[src/rtl/div_sequencer.sv]
// Multi-cycle RV32M divide controller: restoring divider with RISC-V sign and
// special-case handling, pipeline stall generation and a one-cycle done pulse.
module div_sequencer #(
    parameter int unsigned XLEN = 32
) (
    input  logic            clk,
    input  logic            rst,
    input  logic            start,
    input  logic [1:0]      op,
    input  logic [XLEN-1:0] a,
    input  logic [XLEN-1:0] b,
    input  logic            flush,
    output logic            stall,
    output logic            busy,
    output logic            done,
    output logic [XLEN-1:0] result
);

    localparam int unsigned CW = (XLEN > 1) ? $clog2(XLEN) : 1;
    localparam logic [CW-1:0]   CNT_LAST = CW'(XLEN - 1);
    localparam logic [XLEN-1:0] ALL_ONES = '1;
    localparam logic [XLEN-1:0] MIN_NEG  = {1'b1, {(XLEN-1){1'b0}}};

    typedef enum logic [1:0] {
        IDLE = 2'd0,
        CALC = 2'd1,
        FIX  = 2'd2,
        DONE = 2'd3
    } state_t;

    state_t state, next_state;

    logic [CW-1:0]   cnt;
    logic [XLEN:0]   rem;
    logic [XLEN-1:0] quo;
    logic [XLEN-1:0] b_abs_q;
    logic            a_neg_q;
    logic            b_neg_q;
    logic            rem_sel_q;

    // Request decode: signs only matter for signed ops
    logic            is_signed;
    logic            a_neg;
    logic            b_neg;
    logic [XLEN-1:0] a_abs;
    logic [XLEN-1:0] b_abs;
    logic            b_zero;
    logic            ovf;
    logic            special;
    logic [XLEN-1:0] special_res;
    logic            accept;

    always_comb begin
        is_signed   = ~op[0];
        a_neg       = is_signed & a[XLEN-1];
        b_neg       = is_signed & b[XLEN-1];
        a_abs       = a_neg ? -a : a;
        b_abs       = b_neg ? -b : b;
        b_zero      = (b == '0);
        ovf         = is_signed && (a == MIN_NEG) && (b == ALL_ONES);
        special     = b_zero | ovf;
        if (b_zero) begin
            special_res = op[1] ? a : ALL_ONES;
        end else begin
            special_res = op[1] ? '0 : MIN_NEG;
        end
        accept      = (state == IDLE) && start && !flush;
    end

    // One restoring step: shift {rem,quo} left, trial-subtract |b|
    logic [XLEN:0]   shifted;
    logic [XLEN:0]   diff;
    logic            fits;

    always_comb begin
        shifted = {rem[XLEN-1:0], quo[XLEN-1]};
        diff    = shifted - {1'b0, b_abs_q};
        fits    = ~diff[XLEN];
    end

    // Final sign correction and quotient/remainder select
    logic [XLEN-1:0] q_fix;
    logic [XLEN-1:0] r_fix;
    logic [XLEN-1:0] fix_res;

    always_comb begin
        q_fix   = (a_neg_q ^ b_neg_q) ? -quo : quo;
        r_fix   = XLEN'(a_neg_q ? -rem : rem);
        fix_res = rem_sel_q ? r_fix : q_fix;
    end

    // State register with registered status outputs
    always_ff @(posedge clk or negedge rst) begin
        if (!rst) begin
            state <= IDLE;
            busy  <= 1'b0;
            done  <= 1'b0;
        end else begin
            state <= next_state;
            busy  <= (next_state != IDLE);
            done  <= (next_state == DONE);
        end
    end

    // Next-state and stall; flush only reaches stall while IDLE
    always_comb begin
        next_state = state;
        stall      = 1'b0;
        case (state)
            IDLE: begin
                stall = start & ~flush;
                if (start && !flush) begin
                    next_state = special ? DONE : CALC;
                end
            end
            CALC: begin
                stall = 1'b1;
                if (flush) begin
                    next_state = IDLE;
                end else if (cnt == CNT_LAST) begin
                    next_state = FIX;
                end
            end
            FIX: begin
                stall      = 1'b1;
                next_state = flush ? IDLE : DONE;
            end
            DONE: begin
                next_state = IDLE;
            end
            default: begin
                next_state = IDLE;
            end
        endcase
    end

    // Datapath registers
    always_ff @(posedge clk or negedge rst) begin
        if (!rst) begin
            cnt       <= '0;
            rem       <= '0;
            quo       <= '0;
            b_abs_q   <= '0;
            a_neg_q   <= 1'b0;
            b_neg_q   <= 1'b0;
            rem_sel_q <= 1'b0;
            result    <= '0;
        end else begin
            case (state)
                IDLE: begin
                    if (accept) begin
                        cnt       <= '0;
                        rem       <= '0;
                        quo       <= a_abs;
                        b_abs_q   <= b_abs;
                        a_neg_q   <= a_neg;
                        b_neg_q   <= b_neg;
                        rem_sel_q <= op[1];
                        if (special) begin
                            result <= special_res;
                        end
                    end
                end
                CALC: begin
                    cnt <= cnt + CW'(1);
                    rem <= fits ? diff : shifted;
                    quo <= {quo[XLEN-2:0], fits};
                end
                FIX: begin
                    if (!flush) begin
                        result <= fix_res;
                    end
                end
                default: begin
                end
            endcase
        end
    end

endmodule

[config.mk]
export PLATFORM = sky130hd
export DESIGN_NAME = div_sequencer
export DESIGN_NICKNAME = d
export VERILOG_FILES = /design/src/rtl/div_sequencer.sv
export SDC_FILE = /design/constraint.sdc
export NUM_CORES = 1
export LEC_CHECK = 0
export CAP_MARGIN = 20
export CORE_MARGIN = 2
export CORE_UTILIZATION = 40
export DETAILED_ROUTE_END_ITERATION = 12
export PLACE_DENSITY = 0.56
export SETUP_SLACK_MARGIN = 0.4
export SLEW_MARGIN = 30
export SYNTH_ARGS = -nofsm -noshare
export SYNTH_HDL_FRONTEND = slang
export SYNTH_SLANG_ARGS = --single-unit
[constraint.sdc]
create_clock -name clk -period 5.43 [get_ports clk]
set_clock_uncertainty 0.2 [all_clocks]
set_input_delay 1.086 -clock clk [delete_from_list [all_inputs] [get_ports clk]]
set_output_delay 1.086 -clock clk [all_outputs]
set_load 0.02 [all_outputs]
==> metrics.csv <==
metric,value,unit
portBuffers,104,
drc,0,
syn_area_per_cell,7.86,sq um
synth_cell_type_count,71,
worst_slack,1070,ps
min_path_type,register to register,
synth_common_cells,"nand2_1, o21ai_0, dfrtp_1",
clk-insertion-delay-late,430,ps
crit_fanout,15,
die_height,171,microns
maxSlewViolCount,0,
relSlewSlack,0.379,
ys.flop_type,dfrtp_1,
cp-start-kind,input port,
dp_hpwl,23.3,mm
final.period_utilization,0.803,
required,5580,ps
rr_worst_depth,14,
antenna_found_initial,0,
htreeDepth,4,
setup_viol,0,
die_area,29200,sq um
drive_gt1_frac,0.0663,
cts_sinks,140,
clock-root-buffer,clkbuf_16,
insertedDiodeCount,0,
cts_buffer_depth,2,
rsz0062_at_grt,false,
max-vdd-ir-drop,0.245,mV
synth_edf_count,0,
wl,31.8,mm
vias_per_cell,5.40,
grt_overflow,0,
wl_per_cell,17.0,microns
powerDensity,609,nW/um^2
synth_area,11100,sq um
firstDrtPassIters,5,
syn-num-nets,1530,
cts_tree,yes,
synth_top_cell_by_area,dfrtp_1,
r2r_slack,1130,ps
max_stage_delay,560,ps
ys_seq_elements,140,
crit_arrival,4510,ps
die_width,171,microns
clk_pin_slew,60,ps
synth_most_common_cell,nand2_1,
cts_made_buffers,17,
fp-row-count,61,
endpoint_kind,register,
core-area,27600,sq um
grt_pass1_wl,51.5,mm
ios,105,
grt_pass1_vias,9579,
post_cts_resized,0,
fin_nets,1596,
final.min_clock_period,4360,ps
min_delay_path_depth,2,
worstMarginPinSlew,930,ps
grt_max_degree,97,
synth_seq_area_share,0.315,
slowest_stage,clkdlybuf4s50_1,
crit_family,simple AND/OR/NAND/NOR gates,
power_leakage,0.00573,uW
place_ws,646,ps
yosysWarningCount,0,
grtUsageTotal,0.223,
cp_num_buf_inv,2,
fill_cells,2747,
status,completed,
drtAntennaViolNets,0,
final_hold_viol_count,0,
cp_common_cell,or2_1,
synthCells,1415,
initial_core_util,0.404,
timing.fmax,0.229,GHz
holdBufCountCts,0,
num_vias,10100,
path_cells,"clkdlybuf4s50_1, nor4_4, nand3_1, nor2_1, nand3_2, or2_1, or3_4, or2_1, buf_4, a21oi_2, a21oi_1, o21ai_1",
post-cts-setup-buffers,0,
setup_tns,0,ps
area_delta_synth_final,17.7,%
drt-initial-drc-count,658,
gp_congestion,0.900,
path_class,input port to register,
drv_cap,0,
synthTopCellsByArea,"dfrtp_1, o21ai_0, nand2_1, xor2_1, a21oi_1",
synth_top_cell_area_share,0.315,
async_flop_share,1.00,
path_depth,12,
[cell families (layout without fill, tap and decap cells)]
family                     after synthesis  in the layout  share of synthesized area
AOI/OAI and AO/OA                      452            452                      0.244
adders and majority gates               45             45                     0.0513
muxes                                   30             30                     0.0275
and+or+nand+nor                        458            458                      0.193
xor gates and xnor gates               142            142                      0.114
DFF                                    140            140                      0.315
buffers and inverters                  148            227                     0.0561
[worst reg2reg max path: cells and delay by family, from the launching register on]
kind	cells	cell delay (ps)
mux	1	430
buf+inv	2	570
xor+xnor	1	130
simple gates	2	310
fa+ha+maj	2	650
flops	1	400
compound gates	6	1530
[sequential cells by signal, summed over array words and instances, names as in the netlist, 2 cells and up]
signal and cells:
rem 32, cnt 5, state 2, quo 32
b_abs_q 32, result 32
[worst paths after layout]
kind / from / to
setup / recovery: b[2] / result[4]
hold / removal: result[13] / result[13]
setup reg to reg: quo[31] / rem[0]
hold reg to reg: result[13] / result[13]
max in group asynchronous: rst / b_abs_q[24]
min in group asynchronous: rst / result[11]
[report_power, final]
group          total (uW)  switching, uW  internal, uW
Combinational        4730           2800          1920
Sequential           1970            497          1470
Clock                1270            479           794
[area by class of cell]
cell class	instances	area (sq um)	area share
sequential	140	3500	0.268
timing repair buffer	122	1180	0.0902
multi-input combinational	1127	7030	0.537
clock inverter	10	164	0.0125
inverter	73	274	0.0209
tap	378	473	0.0361
clock buffer	22	464	0.0355
[cells in the final DEF (no fill, tap or decap), types with 18 or more instances in the layout]
cell type,instances
nor3_1,26
a21o_1,18
o21ai_1,18
o21ai_0,155
ha_1,43
xor2_1,73
inv_1,73
o31ai_1,18
clkdlybuf4s50_1,103
mux2i_1,26
dfrtp_1,139
nand2_1,182
xnor2_1,67
a21oi_1,128
a21oi_2,20
nor2_1,119
buf_4,18
[layer usage]
layer,track usage,share of wire,up-vias
met5,0,0,-
li1,-,-,5100
met3,0.0328,0.056,40
met1,0.322,0.49,4684
met4,0.0554,0.018,0
met2,0.348,0.43,278
[stage by stage]
step	total power [uW]	hold WS, ps	cells	util	instance area (sq um)
floorplan	5350	250	1415	-	11100
global placement	6640	261	1840	0.451	12400
detailed placement	6700	271	1840	0.452	12500
CTS	8000	285	1872	0.475	13100
global route	8710	304	1872	0.475	13100
finish	7970	277	1872	0.475	13100
Power figures use the tool's default switching activity.
